===== src/rtl/uart_loader_pkg.sv =====
// Shared constants, state encodings and helpers for the UART program loader.
package uart_loader_pkg;

  localparam logic [7:0] SYNC_BYTE = 8'hA5;
  localparam logic [7:0] CMD_WRITE = 8'h01;
  localparam logic [7:0] CMD_RUN   = 8'h02;
  localparam logic [7:0] CMD_HALT  = 8'h03;
  localparam logic [7:0] CMD_READ  = 8'h04;
  localparam logic [7:0] RESP_ACK  = 8'h06;
  localparam logic [7:0] RESP_NAK  = 8'h15;

  typedef enum logic [3:0] {
    ST_IDLE, ST_CMD, ST_ADDR, ST_DATA, ST_CSUM, ST_EXEC,
    ST_DRAIN, ST_RDWAIT, ST_RDCAP, ST_RESP
  } state_t;

  typedef enum logic [1:0] {HS_IDLE, HS_START, HS_WAIT} hs_state_t;

  function automatic logic [7:0] satInc(input logic [7:0] v);
    return (v == 8'hFF) ? v : v + 8'd1;
  endfunction

endpackage


===== src/rtl/loader_tx_handshake.sv =====
// Transmitter front end: holds tx_start until tx_busy rises, then waits for
// tx_busy to fall before reporting the byte as done.
module loader_tx_handshake
  import uart_loader_pkg::*;
(
  input  logic       clk_i,
  input  logic       reset_i,
  input  logic [7:0] byte_i,
  input  logic       valid_i,
  output logic       done_o,
  output logic       tx_start_o,
  output logic [7:0] tx_data_o,
  input  logic       tx_busy_i
);

  hs_state_t  hsState_q, hsState_d;
  logic [7:0] data_q, data_d;

  always_ff @(posedge clk_i or posedge reset_i) begin
    if (reset_i) begin
      hsState_q <= HS_IDLE;
      data_q    <= 8'd0;
    end else begin
      hsState_q <= hsState_d;
      data_q    <= data_d;
    end
  end

  always_comb begin
    hsState_d = hsState_q;
    data_d    = data_q;
    done_o    = 1'b0;
    case (hsState_q)
      HS_IDLE: begin
        if (valid_i) begin
          data_d    = byte_i;
          hsState_d = HS_START;
        end
      end
      HS_START: if (tx_busy_i) hsState_d = HS_WAIT;
      HS_WAIT: begin
        if (!tx_busy_i) begin
          done_o    = 1'b1;
          hsState_d = HS_IDLE;
        end
      end
      default: hsState_d = HS_IDLE;
    endcase
  end

  assign tx_start_o = (hsState_q == HS_START);
  assign tx_data_o  = data_q;

endmodule


===== src/rtl/uart_prog_loader.sv =====
// Packet parser that loads instruction memory over UART and gates CPU reset.
// Define LOADER_READBACK_EN to enable the READ (04) command.
module uart_prog_loader
  import uart_loader_pkg::*;
#(
  parameter int ADDR_W         = 10,
  parameter int TIMEOUT_CYCLES = 5_000_000
) (
  input  logic              clk_i,
  input  logic              reset_i,
  input  logic [7:0]        rx_data_i,
  input  logic              rx_ready_i,
  output logic              tx_start_o,
  output logic [7:0]        tx_data_o,
  input  logic              tx_busy_i,
  output logic              mem_we_o,
  output logic              mem_re_o,
  output logic [ADDR_W-1:0] mem_addr_o,
  output logic [31:0]       mem_wdata_o,
  input  logic [31:0]       mem_rdata_i,
  output logic              cpu_reset_o,
  output logic              loading_o,
  output logic [7:0]        err_count_o
);

  localparam int TW = (TIMEOUT_CYCLES > 2) ? $clog2(TIMEOUT_CYCLES) : 1;
  localparam logic [TW-1:0] TIMER_MAX = TW'(TIMEOUT_CYCLES - 1);

  state_t             state_q, state_d;
  logic               rxPrev_q;
  logic [TW-1:0]      timer_q, timer_d;
  logic [1:0]         cnt_q, cnt_d;
  logic [7:0]         cmd_q, cmd_d, csum_q, csum_d;
  logic [15:0]        addr_q, addr_d;
  logic [31:0]        data_q, data_d;
  logic               cpuReset_q, cpuReset_d;
  logic [7:0]         errCount_q, errCount_d;
  logic               memWe_q, memWe_d, memRe_q, memRe_d;
  logic [ADDR_W-1:0]  memAddr_q, memAddr_d;
  logic [31:0]        memWdata_q, memWdata_d;
  logic [39:0]        respBuf_q, respBuf_d;
  logic [2:0]         respLeft_q, respLeft_d;
  logic               sent_q, sent_d;
  logic               byteEdge, timerActive, timeout, addrOk, hsValid, hsDone;

  assign byteEdge    = rx_ready_i && !rxPrev_q;
  assign timerActive = state_q inside {ST_CMD, ST_ADDR, ST_DATA, ST_CSUM, ST_DRAIN};
  assign timeout     = timerActive && !byteEdge && (timer_q == TIMER_MAX);
  assign addrOk      = (({16'd0, addr_q} >> ADDR_W) == 32'd0);

  always_ff @(posedge clk_i or posedge reset_i) begin
    if (reset_i) begin
      state_q    <= ST_IDLE;
      rxPrev_q   <= 1'b0;
      timer_q    <= '0;
      cnt_q      <= 2'd0;
      cmd_q      <= 8'd0;
      csum_q     <= 8'd0;
      addr_q     <= 16'd0;
      data_q     <= 32'd0;
      cpuReset_q <= 1'b1;
      errCount_q <= 8'd0;
      memWe_q    <= 1'b0;
      memRe_q    <= 1'b0;
      memAddr_q  <= '0;
      memWdata_q <= 32'd0;
      respBuf_q  <= 40'd0;
      respLeft_q <= 3'd0;
      sent_q     <= 1'b0;
    end else begin
      state_q    <= state_d;
      rxPrev_q   <= rx_ready_i;
      timer_q    <= timer_d;
      cnt_q      <= cnt_d;
      cmd_q      <= cmd_d;
      csum_q     <= csum_d;
      addr_q     <= addr_d;
      data_q     <= data_d;
      cpuReset_q <= cpuReset_d;
      errCount_q <= errCount_d;
      memWe_q    <= memWe_d;
      memRe_q    <= memRe_d;
      memAddr_q  <= memAddr_d;
      memWdata_q <= memWdata_d;
      respBuf_q  <= respBuf_d;
      respLeft_q <= respLeft_d;
      sent_q     <= sent_d;
    end
  end

  always_comb begin
    state_d    = state_q;
    timer_d    = (timerActive && !byteEdge) ? timer_q + TW'(1) : '0;
    cnt_d      = cnt_q;
    cmd_d      = cmd_q;
    csum_d     = csum_q;
    addr_d     = addr_q;
    data_d     = data_q;
    cpuReset_d = cpuReset_q;
    errCount_d = errCount_q;
    memWe_d    = 1'b0;
    memRe_d    = 1'b0;
    memAddr_d  = memAddr_q;
    memWdata_d = memWdata_q;
    respBuf_d  = respBuf_q;
    respLeft_d = respLeft_q;
    sent_d     = sent_q;
    hsValid    = 1'b0;
    case (state_q)
      ST_IDLE: if (byteEdge && rx_data_i == SYNC_BYTE) state_d = ST_CMD;
      ST_CMD: begin
        if (byteEdge) begin
          cmd_d  = rx_data_i;
          csum_d = rx_data_i;
          addr_d = 16'd0;
          cnt_d  = 2'd0;
          case (rx_data_i)
            CMD_WRITE: state_d = ST_ADDR;
`ifdef LOADER_READBACK_EN
            CMD_READ:  state_d = ST_ADDR;
`endif
            CMD_RUN, CMD_HALT: state_d = ST_CSUM;
            default:   state_d = ST_DRAIN;
          endcase
        end
      end
      ST_ADDR: begin
        if (byteEdge) begin
          addr_d = {rx_data_i, addr_q[15:8]};
          csum_d = csum_q ^ rx_data_i;
          cnt_d  = cnt_q + 2'd1;
          if (cnt_q == 2'd1) begin
            cnt_d   = 2'd0;
            state_d = (cmd_q == CMD_WRITE) ? ST_DATA : ST_CSUM;
          end
        end
      end
      ST_DATA: begin
        if (byteEdge) begin
          data_d = {rx_data_i, data_q[31:8]};
          csum_d = csum_q ^ rx_data_i;
          cnt_d  = cnt_q + 2'd1;
          if (cnt_q == 2'd3) state_d = ST_CSUM;
        end
      end
      ST_CSUM: begin
        if (byteEdge) begin
          csum_d  = csum_q ^ rx_data_i;
          state_d = ST_EXEC;
        end
      end
      ST_EXEC: begin
        sent_d     = 1'b0;
        respLeft_d = 3'd1;
        state_d    = ST_RESP;
        if (csum_q != 8'd0 || !addrOk) begin
          respBuf_d  = {32'd0, RESP_NAK};
          errCount_d = satInc(errCount_q);
        end else begin
          respBuf_d = {32'd0, RESP_ACK};
          case (cmd_q)
            CMD_WRITE: begin
              memWe_d    = 1'b1;
              memAddr_d  = addr_q[ADDR_W-1:0];
              memWdata_d = data_q;
            end
            CMD_RUN:  cpuReset_d = 1'b0;
            CMD_HALT: cpuReset_d = 1'b1;
`ifdef LOADER_READBACK_EN
            CMD_READ: begin
              memRe_d   = 1'b1;
              memAddr_d = addr_q[ADDR_W-1:0];
              state_d   = ST_RDWAIT;
            end
`endif
            default: ;
          endcase
        end
      end
      ST_RDWAIT: state_d = ST_RDCAP;
      ST_RDCAP: begin
        respBuf_d  = {mem_rdata_i, RESP_ACK};
        respLeft_d = 3'd5;
        sent_d     = 1'b0;
        state_d    = ST_RESP;
      end
      ST_RESP: begin
        hsValid = !sent_q;
        if (hsValid) sent_d = 1'b1;
        if (hsDone) begin
          sent_d     = 1'b0;
          respBuf_d  = respBuf_q >> 8;
          respLeft_d = respLeft_q - 3'd1;
          if (respLeft_q == 3'd1) state_d = ST_IDLE;
        end
      end
      default: state_d = state_q;
    endcase
    // An unknown command has no length, so DRAIN answers only when the line goes quiet.
    if (timeout) begin
      errCount_d = satInc(errCount_q);
      if (state_q == ST_DRAIN) begin
        respBuf_d  = {32'd0, RESP_NAK};
        respLeft_d = 3'd1;
        sent_d     = 1'b0;
        state_d    = ST_RESP;
      end else begin
        state_d = ST_IDLE;
      end
    end
  end

  loader_tx_handshake uTxHs (
    .clk_i      (clk_i),
    .reset_i    (reset_i),
    .byte_i     (respBuf_q[7:0]),
    .valid_i    (hsValid),
    .done_o     (hsDone),
    .tx_start_o (tx_start_o),
    .tx_data_o  (tx_data_o),
    .tx_busy_i  (tx_busy_i)
  );

`ifndef LOADER_READBACK_EN
  logic unusedRdata;
  assign unusedRdata = ^mem_rdata_i;
`endif

  assign mem_we_o    = memWe_q;
  assign mem_re_o    = memRe_q;
  assign mem_addr_o  = memAddr_q;
  assign mem_wdata_o = memWdata_q;
  assign cpu_reset_o = cpuReset_q;
  assign loading_o   = (state_q != ST_IDLE);
  assign err_count_o = errCount_q;

endmodule


===== config.mk =====
export PLATFORM = sky130hd
export DESIGN_NAME = uart_prog_loader
export DESIGN_NICKNAME = d
export VERILOG_FILES = /design/src/rtl/uart_loader_pkg.sv /design/src/rtl/loader_tx_handshake.sv /design/src/rtl/uart_prog_loader.sv
export SDC_FILE = /design/constraint.sdc
export NUM_CORES = 1
export LEC_CHECK = 0
export ABC_CLOCK_PERIOD_IN_PS = 7300
export CAP_MARGIN = 20
export CELL_PAD_IN_SITES_DETAIL_PLACEMENT = 1
export CELL_PAD_IN_SITES_GLOBAL_PLACEMENT = 2
export CORE_MARGIN = 8
export CORE_UTILIZATION = 43
export DETAILED_ROUTE_END_ITERATION = 8
export DONT_BUFFER_PORTS = 1
export PLACE_DENSITY_LB_ADDON = 0.1
export SLEW_MARGIN = 40
export SYNTH_ARGS = -nofsm -noshare
export SYNTH_HDL_FRONTEND = slang
export SYNTH_SLANG_ARGS = --single-unit

===== constraint.sdc =====
create_clock -name clk_i -period 7.3 [get_ports clk_i]
set_input_delay 0.73 -clock clk_i [delete_from_list [all_inputs] [get_ports clk_i]]
set_output_delay 0.73 -clock clk_i [all_outputs]
set_load 0.005 [all_outputs]

==> impl_metrics.py <==
metrics = {
    "run_status": {
        "status": "finished, violations left",
        "violations": "DRC",
    },
    "power": {
        "irDropWorstVdd_mv": 0.202,
        "power_density_nw_per_um2": 355,
        "static-leakage-power_nw": 4.30,
        "total_power_mw": 3.32,
    },
    "cts": {
        "cts_setup_buffers": 0,
        "cts_hold_buffers": 0,
        "cts.sinks": 200,
        "clockBufferDepth": 2,
        "clkLatencyLatePin_ns": 0.43,
        "htree_levels": 4,
        "clk_pin_slew_ns": 0.08,
        "root_buffer": "clkbuf_16",
        "tritoncts": "yes",
        "cts_made_buffers": 17,
        "cts_resized": 0,
    },
    "timing": {
        "relSlewSlack_pct": 48.7,
        "slew_violations": 0,
        "hold_violations": 0,
        "rsz0062_at_grt": "false",
        "setup_viol": 0,
        "finalCritPeriodShare_pct": 45.4,
        "finalSetupTns_ns": 0,
        "clock-skew-final_ns": 0.0111,
        "min_period_ns": 3.31,
        "worstMarginPinSlew_ns": 0.759,
        "max_clock_freq_mhz": 302,
    },
    "setup_path": {
        "path_max_fanout": 24,
        "endpoint_kind": "flip-flop",
        "arrival_ns": 3.63,
        "start_kind": "flip-flop",
        "crit_type": "flip-flop to flip-flop",
        "crit_required_ns": 7.61,
    },
    "placement": {
        "portBuffers": 0,
        "dp_hpwl_mm": 12.9,
        "gp_congestion": 0.768,
        "dpl.cell_count": 922,
        "placed_area_um2": 8760,
    },
    "global_route": {
        "grt_pass1_wl_mm": 31.8,
        "grt_max_degree": 133,
        "grt_overflow": 0,
        "antenna_found_initial": 0,
        "grt_usage_pct": 16.4,
        "grt_pass1_vias": 5695,
    },
    "final_layout": {
        "final_util_pct": 48.3,
        "drive_gt1_share_pct": 19.7,
        "nets": 727,
        "n_antenna_cell": 0,
        "nFillCells": 2042,
        "final_area_um2": 9360,
        "syn_to_final_growth_pct": 10.4,
        "stdcell_count": 954,
    },
    "floorplanning": {
        "io_pins": 107,
        "die_w_um": 156,
        "core_area_um2": 19400,
        "start_util_pct": 43.7,
        "die_y_um": 156,
        "rows": 51,
        "die-area_um2": 24500,
    },
    "detailed_routing": {
        "finalWirelength_mm": 19.4,
        "ant_nets": 0,
        "wl_per_cell_um": 20.3,
        "drc_errors": 5,
        "vias": 5395,
        "drt-initial-drc-count": 464,
        "vias_per_cell": 5.66,
        "detail_route.first_pass.iterations": 9,
    },
    "logic_synthesis": {
        "ys_types": 56,
        "syn_inst": 689,
        "synth.largest_area_cell": "dfrtp_1",
        "syn_area_per_cell_um2": 12.3,
        "ys_top_cells_by_area": "dfrtp_1 (59%), mux2_2 (11%), nor2_1 (3.5%)",
        "synth_flop_cell": "dfrtp_1",
        "synth_edf_count": 0,
        "ys_warn_count": 0,
        "syn_area_um2": 8480,
        "syn_nets": 740,
        "synth.top_cell.area_share_pct": 58.7,
        "ys_seq_elements": 200,
        "synth_commonest_cells": "dfrtp_1 (199), mux2_2 (82), nor2_1 (78)",
        "synth.most_common_cell": "dfrtp_1",
        "async_flop_share_pct": 100,
        "synth-seq-area-share_pct": 59.0,
    },
    "worst_hold_path": {
        "hp-class": "input port to asynchronous set/reset pin",
    },
    "flow_run": {
        "drv_cap": 0,
    },
}
==> worst paths after layout <==
path | end | cells past startpoint | from | slack, ns
setup / recovery | respBuf_q[31]$_DFF_PP0_ | 6 | state_q[1]$_DFFE_PP0P_ | 3.99
hold / removal | addr_q[14]$_DFFE_PP0P_ | 1 | reset_i | 0.24
setup reg to reg | respBuf_q[31]$_DFF_PP0_ | 6 | state_q[1]$_DFFE_PP0P_ | 3.99
hold reg to reg | timer_q[0]$_DFF_PP0_ | 1 | timer_q[0]$_DFF_PP0_ | 0.50
max in group asynchronous | cmd_q[5]$_DFFE_PP0P_ | 2 | reset_i | 5.94
min in group clk_i | rxPrev_q$_DFF_PP0_ | 0 | rx_ready_i | 0.33
==> placed cells by master, fill, tap and decap left out, drive strengths merged, types with 4 or more instances in the layout <==
cell,count
o21ai,6
inv,17
clkbuf,19
nor2b,5
nor3,8
xor2,31
nand2,39
nor4,9
nor2,78
nand2b,8
dfrtp,199
a21oi,10
a22oi,13
nand4,8
ha,7
buf,10
clkinv,7
a211oi,8
mux2,94
a22o,16
nand4b,4
xnor2,6
nand3,15
a222oi,24
and3,7
==> logic make-up after synthesis <==
| kind of cell | after synthesis | share of synthesized area [%] |
|---|---|---|
| xor gates and xnor gates | 37 | 3.82 |
| AOI/OAI and AO/OA | 93 | 8.84 |
| and+or+nand+nor | 201 | 11.8 |
| muxes | 96 | 12.7 |
| adders and majority gates | 7 | 1.03 |
| DFF | 200 | 59.0 |
| other | 1 | 0.0442 |
| buffers and inverters | 54 | 2.66 |
==> state kept, by name, summed over array words and instances, names as in the netlist <==
| register | flops |
|---|---|
| uTxHs.tx_data_o | 8 |
| timer_q | 23 |
| respLeft_q | 3 |
| csum_q | 8 |
| rxPrev_q | 1 |
| cmd_q | 8 |
| mem_addr_o | 10 |
| mem_we_o | 1 |
| err_count_o | 8 |
| sent_q | 1 |
| data_q | 32 |
| addr_q | 16 |
| mem_wdata_o | 32 |
| uTxHs.hsState_q | 2 |
| state_q | 4 |
| respBuf_q | 40 |
| cpu_reset_o | 1 |
| cnt_q | 2 |
==> worst max-delay path, stage by stage (launching register included) <==
cell,delay [ns]
dfrtp_1,0.73
nor3_1,0.18
or4b_2,0.93
nand4bb_4,0.50
nor2_4,0.54
buf_8,0.24
nor2_1,0.07
==> layout make-up <==
type / count / area [µm²] / share of cell area, %
flip-flops and latches: 200 / 5010 / 53.5
multi-input cells: 435 / 3290 / 35.1
clock buffers: 19 / 433 / 4.62
well taps: 265 / 332 / 3.54
clock inverters: 13 / 158 / 1.68
repair buffers: 10 / 86.3 / 0.922
inverters: 12 / 57.6 / 0.615
==> layer usage <==
metal	track usage (%)	vias up	routed length (µm)
li1	-	2445	-
met1	21.3	2813	8350
met2	25.5	119	9490
met3	5.02	18	1240
met4	5.63	0	281
met5	0	-	0
==> metrics by stage <==
step | worst slack, ns | hold slack [ns]
floorplan | 1.12 | 0.455
global placement | 3.94 | 0.470
detailed placement | 3.92 | 0.487
CTS | 3.92 | 0.270
global route | 3.73 | 0.289
finish | 3.99 | 0.240
==> power breakdown <==
group,total [mW],switching (mW),internal [mW]
combinational,0.738,0.388,0.350
sequential,1.65,0.264,1.38
clock,0.935,0.447,0.489
total,3.32,1.10,2.22
(Power assumes the default switching activity.)
